[src/rtl/bus_xbar_pipelined.sv]
// Pipelined NrHosts x NrDevices system bus: round-robin arbitration, base/mask decode,
// in-order response tag FIFO and an internal error slave for unmapped addresses.
module bus_xbar_pipelined #(
    parameter int NrHosts        = 2,
    parameter int NrDevices      = 8,
    parameter int DataWidth      = 32,
    parameter int AddressWidth   = 32,
    parameter int MaxOutstanding = 4
) (
    input  logic                                  clk_i,
    input  logic                                  rst_ni,
    input  logic [NrHosts-1:0]                    host_req_i,
    output logic [NrHosts-1:0]                    host_gnt_o,
    input  logic [NrHosts*AddressWidth-1:0]       host_addr_i,
    input  logic [NrHosts-1:0]                    host_we_i,
    input  logic [NrHosts*(DataWidth/8)-1:0]      host_be_i,
    input  logic [NrHosts*DataWidth-1:0]          host_wdata_i,
    output logic [NrHosts-1:0]                    host_rvalid_o,
    output logic [NrHosts*DataWidth-1:0]          host_rdata_o,
    output logic [NrHosts-1:0]                    host_err_o,
    output logic [NrDevices-1:0]                  device_req_o,
    output logic [NrDevices*AddressWidth-1:0]     device_addr_o,
    output logic [NrDevices-1:0]                  device_we_o,
    output logic [NrDevices*(DataWidth/8)-1:0]    device_be_o,
    output logic [NrDevices*DataWidth-1:0]        device_wdata_o,
    input  logic [NrDevices-1:0]                  device_rvalid_i,
    input  logic [NrDevices*DataWidth-1:0]        device_rdata_i,
    input  logic [NrDevices-1:0]                  device_err_i,
    input  logic [NrDevices*AddressWidth-1:0]     cfg_device_addr_base,
    input  logic [NrDevices*AddressWidth-1:0]     cfg_device_addr_mask
);
    localparam int BeWidth = DataWidth / 8;
    localparam int HostW   = (NrHosts > 1) ? $clog2(NrHosts) : 1;
    localparam int TgtW    = $clog2(NrDevices + 1);
    localparam int PtrW    = (MaxOutstanding > 1) ? $clog2(MaxOutstanding) : 1;
    localparam int CntW    = $clog2(MaxOutstanding + 1);
    localparam logic [TgtW-1:0] TgtErr  = TgtW'(NrDevices);
    localparam logic [CntW-1:0] CntFull = CntW'(MaxOutstanding);
    localparam logic [PtrW-1:0] PtrLast = PtrW'(MaxOutstanding - 1);

    logic [HostW-1:0] r_rr_ptr;
    logic [HostW-1:0] r_fifo_host [MaxOutstanding];
    logic [TgtW-1:0]  r_fifo_tgt  [MaxOutstanding];
    logic [PtrW-1:0]  r_wr_ptr;
    logic [PtrW-1:0]  r_rd_ptr;
    logic [CntW-1:0]  r_count;
    logic [TgtW-1:0]  r_last_tgt;

    logic                    w_sel_valid;
    logic                    w_hit;
    logic [HostW-1:0]        w_sel_host;
    logic [AddressWidth-1:0] w_sel_addr;
    logic                    w_sel_we;
    logic [BeWidth-1:0]      w_sel_be;
    logic [DataWidth-1:0]    w_sel_wdata;
    logic [TgtW-1:0]         w_tgt;
    logic                    w_empty;
    logic                    w_full;
    logic [HostW-1:0]        w_head_host;
    logic [TgtW-1:0]         w_head_tgt;
    logic                    w_head_is_err;
    logic                    w_dev_rvalid;
    logic [DataWidth-1:0]    w_dev_rdata;
    logic                    w_dev_err;
    logic [DataWidth-1:0]    w_rsp_rdata;
    logic                    w_rsp_err;
    logic                    w_pop;
    logic                    w_grant;
    logic [NrDevices-1:0]    w_rvalid_ok;

    // Round-robin pick: first requester at or after r_rr_ptr, wrapping.
    always_comb begin
        w_sel_valid = 1'b0;
        w_sel_host  = '0;
        w_hit       = 1'b0;
        for (int i = 0; i < NrHosts; i++) begin
            for (int h = 0; h < NrHosts; h++) begin
                w_hit       = !w_sel_valid && host_req_i[h] && (((int'(r_rr_ptr) + i) % NrHosts) == h);
                w_sel_host  = w_hit ? HostW'(h) : w_sel_host;
                w_sel_valid = w_sel_valid | w_hit;
            end
        end
    end

    // Winner request fields and address decode (lowest matching device wins).
    always_comb begin
        w_sel_addr  = '0;
        w_sel_we    = 1'b0;
        w_sel_be    = '0;
        w_sel_wdata = '0;
        for (int h = 0; h < NrHosts; h++) begin
            w_sel_addr  = (w_sel_host == HostW'(h)) ? host_addr_i[h*AddressWidth +: AddressWidth] : w_sel_addr;
            w_sel_we    = (w_sel_host == HostW'(h)) ? host_we_i[h] : w_sel_we;
            w_sel_be    = (w_sel_host == HostW'(h)) ? host_be_i[h*BeWidth +: BeWidth] : w_sel_be;
            w_sel_wdata = (w_sel_host == HostW'(h)) ? host_wdata_i[h*DataWidth +: DataWidth] : w_sel_wdata;
        end
        w_tgt = TgtErr;
        for (int d = NrDevices - 1; d >= 0; d--) begin
            w_tgt = ((w_sel_addr & cfg_device_addr_mask[d*AddressWidth +: AddressWidth]) ==
                     cfg_device_addr_base[d*AddressWidth +: AddressWidth]) ? TgtW'(d) : w_tgt;
        end
    end

    assign w_empty       = (r_count == '0);
    assign w_full        = (r_count == CntFull);
    assign w_head_host   = r_fifo_host[r_rd_ptr];
    assign w_head_tgt    = r_fifo_tgt[r_rd_ptr];
    assign w_head_is_err = (w_head_tgt == TgtErr);

    // Response from the device at the FIFO head; other devices' rvalid is ignored.
    always_comb begin
        w_dev_rvalid = 1'b0;
        w_dev_rdata  = '0;
        w_dev_err    = 1'b0;
        for (int d = 0; d < NrDevices; d++) begin
            w_rvalid_ok[d] = !w_empty && (w_head_tgt == TgtW'(d));
            w_dev_rvalid   = w_rvalid_ok[d] ? device_rvalid_i[d] : w_dev_rvalid;
            w_dev_rdata    = w_rvalid_ok[d] ? device_rdata_i[d*DataWidth +: DataWidth] : w_dev_rdata;
            w_dev_err      = w_rvalid_ok[d] ? device_err_i[d] : w_dev_err;
        end
    end

    // Error-slave entries pop the cycle after their grant, since they reach the head immediately.
    assign w_pop       = !w_empty && (w_head_is_err || w_dev_rvalid);
    assign w_grant     = w_sel_valid && (!w_full || w_pop) && (w_empty || (w_tgt == r_last_tgt));
    assign w_rsp_rdata = w_head_is_err ? {DataWidth{1'b0}} : w_dev_rdata;
    assign w_rsp_err   = w_head_is_err | w_dev_err;

    // Grant, request forwarding and response routing outputs.
    always_comb begin
        host_gnt_o    = '0;
        host_rvalid_o = '0;
        host_rdata_o  = '0;
        host_err_o    = '0;
        device_req_o  = '0;
        for (int h = 0; h < NrHosts; h++) begin
            host_gnt_o[h]    = w_grant && (w_sel_host == HostW'(h));
            host_rvalid_o[h] = w_pop && (w_head_host == HostW'(h));
            host_rdata_o[h*DataWidth +: DataWidth] = host_rvalid_o[h] ? w_rsp_rdata : {DataWidth{1'b0}};
            host_err_o[h]    = host_rvalid_o[h] & w_rsp_err;
        end
        for (int d = 0; d < NrDevices; d++) begin
            device_req_o[d] = w_grant && (w_tgt == TgtW'(d));
        end
    end

    assign device_addr_o  = {NrDevices{w_sel_addr}};
    assign device_we_o    = {NrDevices{w_sel_we}};
    assign device_be_o    = {NrDevices{w_sel_be}};
    assign device_wdata_o = {NrDevices{w_sel_wdata}};

    // Arbitration pointer and response tag FIFO state.
    always_ff @(posedge clk_i or negedge rst_ni) begin
        if (!rst_ni) begin
            r_rr_ptr   <= '0;
            r_wr_ptr   <= '0;
            r_rd_ptr   <= '0;
            r_count    <= '0;
            r_last_tgt <= '0;
            for (int i = 0; i < MaxOutstanding; i++) begin
                r_fifo_host[i] <= '0;
                r_fifo_tgt[i]  <= '0;
            end
        end else begin
            if (w_grant) begin
                r_rr_ptr              <= (w_sel_host == HostW'(NrHosts - 1)) ? '0 : w_sel_host + 1'b1;
                r_fifo_host[r_wr_ptr] <= w_sel_host;
                r_fifo_tgt[r_wr_ptr]  <= w_tgt;
                r_wr_ptr              <= (r_wr_ptr == PtrLast) ? '0 : r_wr_ptr + 1'b1;
                r_last_tgt            <= w_tgt;
            end
            if (w_pop) begin
                r_rd_ptr <= (r_rd_ptr == PtrLast) ? '0 : r_rd_ptr + 1'b1;
            end
            case ({w_grant, w_pop})
                2'b10:   r_count <= r_count + 1'b1;
                2'b01:   r_count <= r_count - 1'b1;
                default: r_count <= r_count;
            endcase
        end
    end

    bus_xbar_pipelined_chk #(
        .NrHosts        (NrHosts),
        .NrDevices      (NrDevices),
        .CntW           (CntW),
        .MaxOutstanding (MaxOutstanding)
    ) u_chk (
        .clk_i           (clk_i),
        .rst_ni          (rst_ni),
        .push_i          (w_grant),
        .pop_i           (w_pop),
        .count_i         (r_count),
        .host_gnt_i      (host_gnt_o),
        .device_req_i    (device_req_o),
        .device_rvalid_i (device_rvalid_i),
        .rvalid_ok_i     (w_rvalid_ok)
    );
endmodule

// Protocol checks for the crossbar: FIFO bounds, one-hot grant/request, stray responses.
module bus_xbar_pipelined_chk #(
    parameter int NrHosts        = 2,
    parameter int NrDevices      = 8,
    parameter int CntW           = 3,
    parameter int MaxOutstanding = 4
) (
    input logic                 clk_i,
    input logic                 rst_ni,
    input logic                 push_i,
    input logic                 pop_i,
    input logic [CntW-1:0]      count_i,
    input logic [NrHosts-1:0]   host_gnt_i,
    input logic [NrDevices-1:0] device_req_i,
    input logic [NrDevices-1:0] device_rvalid_i,
    input logic [NrDevices-1:0] rvalid_ok_i
);
    a_no_overflow: assert property (@(posedge clk_i) disable iff (!rst_ni)
        !(push_i && !pop_i && (count_i == CntW'(MaxOutstanding))));
    a_no_underflow: assert property (@(posedge clk_i) disable iff (!rst_ni)
        !(pop_i && (count_i == '0)));
    a_gnt_onehot: assert property (@(posedge clk_i) disable iff (!rst_ni) $onehot0(host_gnt_i));
    a_req_onehot: assert property (@(posedge clk_i) disable iff (!rst_ni) $onehot0(device_req_i));
    // Stray device responses are dropped by the bus; flag them without stopping the run.
    a_no_stray_rvalid: assert property (@(posedge clk_i) disable iff (!rst_ni)
        ((device_rvalid_i & ~rvalid_ok_i) == '0))
        else $warning("device rvalid without a matching outstanding request");
endmodule

[config.mk]
export PLATFORM = sky130hd
export DESIGN_NAME = bus_xbar_pipelined
export DESIGN_NICKNAME = d
export VERILOG_FILES = /design/src/rtl/bus_xbar_pipelined.sv
export SDC_FILE = /design/constraint.sdc
export NUM_CORES = 1
export LEC_CHECK = 0
export ABC_CLOCK_PERIOD_IN_PS = 13600
export CAP_MARGIN = 20
export CELL_PAD_IN_SITES_DETAIL_PLACEMENT = 1
export CELL_PAD_IN_SITES_GLOBAL_PLACEMENT = 1
export CORE_AREA = 2 2 604 606
export DETAILED_ROUTE_END_ITERATION = 12
export DIE_AREA = 0 0 606 608
export HOLD_SLACK_MARGIN = 0.02
export MAX_ROUTING_LAYER = met4
export PLACE_DENSITY = 0.3
export SYNTH_ARGS = -nofsm -noshare
export SYNTH_HDL_FRONTEND = slang
export SYNTH_HIERARCHICAL = 1
export SYNTH_SLANG_ARGS = --single-unit
[constraint.sdc]
create_clock -name clk_i -period 13.6 [get_ports clk_i]
set_input_delay 1.36 -clock clk_i [delete_from_list [all_inputs] [get_ports clk_i]]
set_output_delay 1.36 -clock clk_i [all_outputs]
set_load 0.05 [all_outputs]
==> results of run 1 <==
area by class of cell:
| type | count | area (um2) |
|---|---|---|
| Fill cell | 43100 | 326000 |
| Timing Repair Buffer | 1690 | 16400 |
| Multi-Input combinational cell | 1829 | 11700 |
| Tap cell | 4794 | 6000 |
| Sequential cell | 32 | 801 |
| Antenna cell | 84 | 210 |
| Clock buffer | 6 | 139 |
| Inverter | 19 | 78.8 |
| Clock inverter | 2 | 10.0 |
power by group through the flow:
| stage | Combinational (mW) | Sequential, mW | Clock (mW) |
|---|---|---|---|
| final | 4.22 | 0.163 | 0.117 |
| after global placement | 4.30 | 0.163 | 0 |
| after CTS | 4.32 | 0.162 | 0.121 |
| after detailed placement | 4.31 | 0.164 | 0 |
| after global routing | 4.43 | 0.166 | 0.123 |
| after floorplan | 2.66 | 0.138 | 0 |
worst paths after layout:
path	startpoint	to	slack, ns	cells after the start
min reg2reg	r_count[2]	r_count[2]	0.55	1
max reg2reg	r_rr_ptr	r_count[2]	6.06	19
min in group asynchronous	rst_ni	r_rr_ptr	1.15	1
min	r_count[2]	r_count[2]	0.55	1
max in group asynchronous	rst_ni	r_last_tgt[2]	11.89	1
max	host_req_i[0]	device_req_o[1]	3.29	15
cells in the mapped netlist (all sizes together) (8+ instances only):
cell	number
and3	192
nor3	22
o21ai	9
nor4b	96
nor4	41
a21bo	16
o311ai	20
or4	8
nor2	80
dfrtp	32
a21oi	260
clkbuf	120
o211ai	256
a22oi	64
buf	603
nand3	103
nand4	294
a221oi	33
a22o	33
nand2	222
nand2b	8
inv	19
registers in the layout, indices dropped and copies added, names as in the netlist:
signal	flops
r_fifo_tgt	16
r_fifo_host	4
r_last_tgt	4
r_count	3
r_rd_ptr	2
r_wr_ptr	2
r_rr_ptr	1
through the flow:
stage | power (mW) | utilization, % | area, um2 | instances
floorplan | 2.80 | - | 17100 | 2603
global placement | 4.47 | 9.65 | 34900 | 8355
detailed placement | 4.47 | 9.67 | 35000 | 8364
CTS | 4.60 | 9.71 | 35100 | 8372
global route | 4.72 | 9.76 | 35300 | 8432
finish | 4.50 | 9.77 | 35300 | 8456
layer usage:
layer	vias up	global-route usage, %
met2	1327	25.9
met5	-	-
met3	227	1.92
met1	13700	16.3
met4	0	2.16
li1	11600	-
cell families after synthesis:
logic type,after synthesis,synth area share [%]
AND/OR/NAND/NOR,1091,36.4
adder cells (fa/ha/maj),7,0.558
AO/OA/AOI/OAI,711,28.6
flip-flops,32,4.70
XOR/XNOR,3,0.154
multiplexers,17,1.40
buffers and inverters,742,28.1
worst register-to-register path: stages (launching register included):
cell and delay [ns]:
dfrtp_1 0.53, nor2b_4 0.78, buf_4 0.55, o211ai_1 0.22
and3_1 0.22, nor4b_1 0.79, nand4_1 0.63, nor4_1 0.72
a211oi_1 0.18, or2_1 0.28, a311o_1 0.67, o41ai_4 0.53
buf_4 0.37, inv_1 0.10, ha_1 0.21, inv_1 0.08
fa_1 0.18, xor2_1 0.15, nor2_1 0.06, xor2_1 0.14
==> impl_metrics.json, run 1 <==
{
  "status": "complete, no violations",
  "synth_edf_count": 0,
  "final_cell_mix": "clkdlybuf4s50_1, nand4_1, a21oi_1",
  "htree_levels": 2,
  "peakVddDrop_mv": 0.0745,
  "grt_max_degree": 97,
  "synth_ff_type": "dfrtp_1",
  "switching_share_pct": 67.3,
  "p_leak_nw": 10.9,
  "power_per_cell_area_mw_per_mm2": 127,
  "yosysSeqAreaShare_pct": 4.70,
  "clk_latency_ns": 0.29,
  "period_needed_ns": 10.31,
  "tightestPinTransition_ns": 1.07,
  "cts_tree": "built",
  "cp-start-kind": "input pin",
  "dieArea_mm2": 0.368,
  "grt-ovfl-total": 0,
  "synth_cell_type_count": 61,
  "die-height_um": 608,
  "grt_pass1_vias": 27100,
  "fin_setup_tns_ns": 0,
  "worstPathCellList": "clkdlybuf4s50_1 -> nor2b_4 -> buf_4 -> o211ai_1 -> and3_1 -> nor4b_1 -> nand4_1 -> nor4_1 -> a211oi_1 -> or2_1 -> a311o_1 -> o41ai_4 -> buf_4 -> nor2b_1 -> clkdlybuf4s50_1",
  "drt_iter0_drc": 1840,
  "root_buffer": "clkbuf_16",
  "synth_nets": 3536,
  "path_clk_slew_ns": 0.05,
  "synth.top_cells.by_area": "buf_4, o211ai_1, nand4_1",
  "hold_viol_final": 0,
  "path_delay_family": "simple AND/OR/NAND/NOR gates",
  "maxSlewHeadroom_pct": 28.4,
  "place_congestion": 0.784,
  "pwr-share-comb_pct": 93.8,
  "yosysWarnings": 6,
  "finalCritPeriodShare_pct": 75.8,
  "whs_ns": 0.546,
  "crit_buf_inv": 4,
  "place_ws_ns": 3.19,
  "arrival_ns": 8.95,
  "start_util_pct": 4.72,
  "min_path_type": "register to register",
  "worstPathMaxFanout": 32,
  "avgViaCountPerCell": 3.19,
  "wl_met2_um": 139000,
  "cts.sinks": 32,
  "yosysTopAreaCell": "buf_4",
  "grt_setup_unrepaired": "no",
  "row_count": 221,
  "p_int_mw": 1.47,
  "cts_hold_buf": 0,
  "synth_cells": 2603,
  "crit_type": "input pin to primary output",
  "cp_slowest_cell": "clkdlybuf4s50_1",
  "cts.path.max_buffers": 2,
  "grt_pass1_wl_um": 326000,
  "final_antenna_net_count": 0,
  "grt_antenna_before_repair": 199,
  "setup_viol": 0,
  "wl_per_cell_um": 31.3,
  "vias": 26900,
  "die-width_um": 606,
  "area_growth_pct": 107,
  "grt_use_total_pct": 14.1,
  "max_cap_violations": 0,
  "hpwl_um": 224000,
  "io_pins": 1556,
  "postCtsSetupBuffers": 0,
  "slew_violations": 0,
  "cts_resized": 0,
  "top_layer": "met4",
  "drt_first_pass_iters": 6,
  "wl_met3_um": 13600,
  "clock_skew_ns": 0.0151,
  "max_stage_delay_ns": 0.83,
  "p_seq_share_pct": 3.6,
  "fmax_ghz": 0.0970,
  "yosys_register_bits": 32,
  "drt-total-wl_um": 265000,
  "end_kind": "primary output",
  "cts_buffers": 5,
  "synthArstFlopShare_pct": 100,
  "p_switching_mw": 3.03,
  "post-route-drc-count": 0,
  "p_clk_share_pct": 2.6,
  "cp.required_ns": 12.24,
  "drive_gt1_share_pct": 7.15,
  "synth.avg_cell_area_um2": 6.55,
  "wl_met1_um": 107000,
  "worst_slack_ns": 3.29,
  "numPortBuffers": 1555,
  "synth_top_area_share_pct": 21.7,
  "syn_area_mm2": 0.0171,
  "core_mm2": 0.362,
  "nNetsFinal": 4510,
  "layout_commonest_cell": "clkdlybuf4s50_1"
}
Power figures use the tool's default switching activity.
==> inputs of run 2 (changes only) <==
--- a/config.mk
+++ b/config.mk
@@ -5,13 +5,13 @@
 export SDC_FILE = /design/constraint.sdc
 export NUM_CORES = 1
 export LEC_CHECK = 0
-export ABC_CLOCK_PERIOD_IN_PS = 13600
+export ABC_CLOCK_PERIOD_IN_PS = 10700
 export CAP_MARGIN = 20
 export CELL_PAD_IN_SITES_DETAIL_PLACEMENT = 1
 export CELL_PAD_IN_SITES_GLOBAL_PLACEMENT = 1
-export CORE_AREA = 2 2 604 606
+export CORE_AREA = 2 2 615 617
 export DETAILED_ROUTE_END_ITERATION = 12
-export DIE_AREA = 0 0 606 608
+export DIE_AREA = 0 0 617 619
 export HOLD_SLACK_MARGIN = 0.02
 export MAX_ROUTING_LAYER = met4
 export PLACE_DENSITY = 0.3
==> constraint.sdc (replaced) <==
create_clock -name clk_i -period 10.7 [get_ports clk_i]
set_input_delay 1.07 -clock clk_i [delete_from_list [all_inputs] [get_ports clk_i]]
set_output_delay 1.07 -clock clk_i [all_outputs]
set_load 0.05 [all_outputs]
==> run 2 against run 1 <==
Sequential power grew 28%. First-iteration DRC count fell by 2.0%. Clock power is 27% higher. Critical path type unchanged. Combinational power is 28% higher.
==> impl_metrics.json, run 2 (synthesis gave the netlist of run 1 again) <==
{
  "status": "complete, no violations",
  "avgViaCountPerCell": 3.13,
  "hpwl_um": 238000,
  "worstHoldStart": "r_count[2]",
  "dieArea_mm2": 0.382,
  "r2r-start": "r_rr_ptr",
  "vias": 27000,
  "worstPathMaxFanout": 42,
  "area_growth_pct": 108,
  "cts.path.max_buffers": 2,
  "largest_reg_flops": 16,
  "root_buffer": "clkbuf_16",
  "worst_slack_ns": 1.45,
  "worstPathCellList": "clkdlybuf4s50_1 -> nor2b_4 -> buf_12 -> buf_12 -> o211ai_1 -> and3_1 -> nor4b_1 -> buf_4 -> nand4_1 -> nor4_1 -> a211oi_1 -> or2_1 -> a311o_1 -> o41ai_4 -> buf_12 -> nor2b_1 -> buf_12",
  "top_regs": "r_fifo_tgt: 16 flops, r_fifo_host: 4 flops, r_last_tgt: 4 flops",
  "place_ws_ns": 1.14,
  "drt_first_pass_iters": 5,
  "numPortBuffers": 1555,
  "fmax_ghz": 0.108,
  "wl_per_cell_um": 32.6,
  "nNetsFinal": 4484,
  "start_util_pct": 4.55,
  "cts_buffers": 5,
  "grt_setup_unrepaired": "no",
  "crit_type": "input pin to primary output",
  "place_area_mm2": 0.0350,
  "cts_hold_buf": 0,
  "p_leak_nw": 10.8,
  "r2r_slack_ns": 2.89,
  "max_cap_violations": 0,
  "end_kind": "primary output",
  "io_pins": 1556,
  "peakVddDrop_mv": 0.0991,
  "fin_setup_tns_ns": 0,
  "clock_skew_ns": 0.0110,
  "timing.rr.end": "r_count[2]",
  "min_path_type": "register to register",
  "drt-total-wl_um": 282000,
  "final_cell_mix": "clkdlybuf4s50_1, nand4_1, a21oi_1",
  "grt_antenna_before_repair": 275,
  "grt_pass1_vias": 27000,
  "die-height_um": 619,
  "maxSlewHeadroom_pct": 27.7,
  "hold_end": "r_count[2]",
  "setup_viol": 0,
  "fillCellCount": 44600,
  "grt_pass1_wl_um": 341000,
  "whs_ns": 0.531,
  "fin_total_pwr_mw": 5.76,
  "drive_gt1_share_pct": 6.81,
  "grt-ovfl-total": 0,
  "grt_use_total_pct": 14.4,
  "post-route-drc-count": 0,
  "r2r_cells": 20,
  "final_cell_area_mm2": 0.0354,
  "cp.required_ns": 9.63,
  "whs_path_depth": 1,
  "place_congestion": 0.835,
  "power_per_cell_area_mw_per_mm2": 163,
  "cp-start-kind": "input pin",
  "layout_commonest_cell": "clkdlybuf4s50_1",
  "die-width_um": 617,
  "clk_latency_ns": 0.29,
  "postCtsSetupBuffers": 0,
  "cts_tree": "built",
  "cts_resized": 0,
  "tightestPinTransition_ns": 1.09,
  "grt_max_degree": 119,
  "final_antenna_net_count": 0,
  "arrival_ns": 8.18,
  "cts.sinks": 32,
  "core_mm2": 0.375,
  "finalCritPeriodShare_pct": 86.4,
  "largest_register": "r_fifo_tgt",
  "cp_slowest_cell": "nor4_1",
  "hold_viol_final": 0,
  "max_stage_delay_ns": 0.89,
  "slew_violations": 0,
  "drt_iter0_drc": 1803,
  "cpMostUsedCell": "buf_12",
  "path_clk_slew_ns": 0.05,
  "htree_levels": 2,
  "row_count": 225,
  "period_needed_ns": 9.25
}
==> run 2: where the power goes <==
group / internal (mW) / leakage (nW) / switching [mW]
logic: 1.62 / 10.3 / 3.79
registers: 0.154 / 0.409 / 0.0537
clock network: 0.0929 / 0.0718 / 0.0556
==> run 2: how the worst max path moves through the flow <==
stage | startpoint | to | slack [ns] | cells after the start
floorplan | host_req_i[1] | device_req_o[3] | 4.42 | 14
global placement | host_req_i[0] | device_req_o[1] | 0.83 | 16
detailed placement | host_req_i[0] | device_req_o[1] | 1.14 | 17
CTS | host_req_i[0] | device_req_o[1] | 1.14 | 17
global route | host_req_i[0] | device_req_o[1] | 1.03 | 17
finish | host_req_i[0] | device_req_o[1] | 1.45 | 17
==> run 2: critical path: cells and delay by family <==
| family | cells | cell delay, ns |
|---|---|---|
| AND/OR/NAND/NOR | 7 | 3.35 |
| AO/OA/AOI/OAI | 4 | 1.70 |
| buffers and inverters | 6 | 1.85 |
==> run 2: layout make-up <==
cell class | count | area [um2] | share of cell area [%]
tap | 4994 | 6250 | 17.7
multi-input combinational | 1829 | 11600 | 32.9
clock buffer | 8 | 146 | 0.414
sequential | 32 | 801 | 2.26
timing repair buffer | 1664 | 16300 | 45.9
antenna | 95 | 238 | 0.672
inverter | 19 | 78.8 | 0.223
==> run 2: metrics by stage <==
step	utilization, %	cells
global placement	9.34	8533
detailed placement	9.34	8538
floorplan	-	2603
finish	9.45	8641
CTS	9.38	8546
global route	9.44	8624
==> run 2: routing by layer <==
| layer | GRT usage, % | part of all wire, % |
|---|---|---|
| met1 | 16.6 | 40 |
| met2 | 25.7 | 52 |
| met3 | 2.30 | 5.3 |
| met4 | 3.66 | 2.8 |
| met5 | - | 0 |
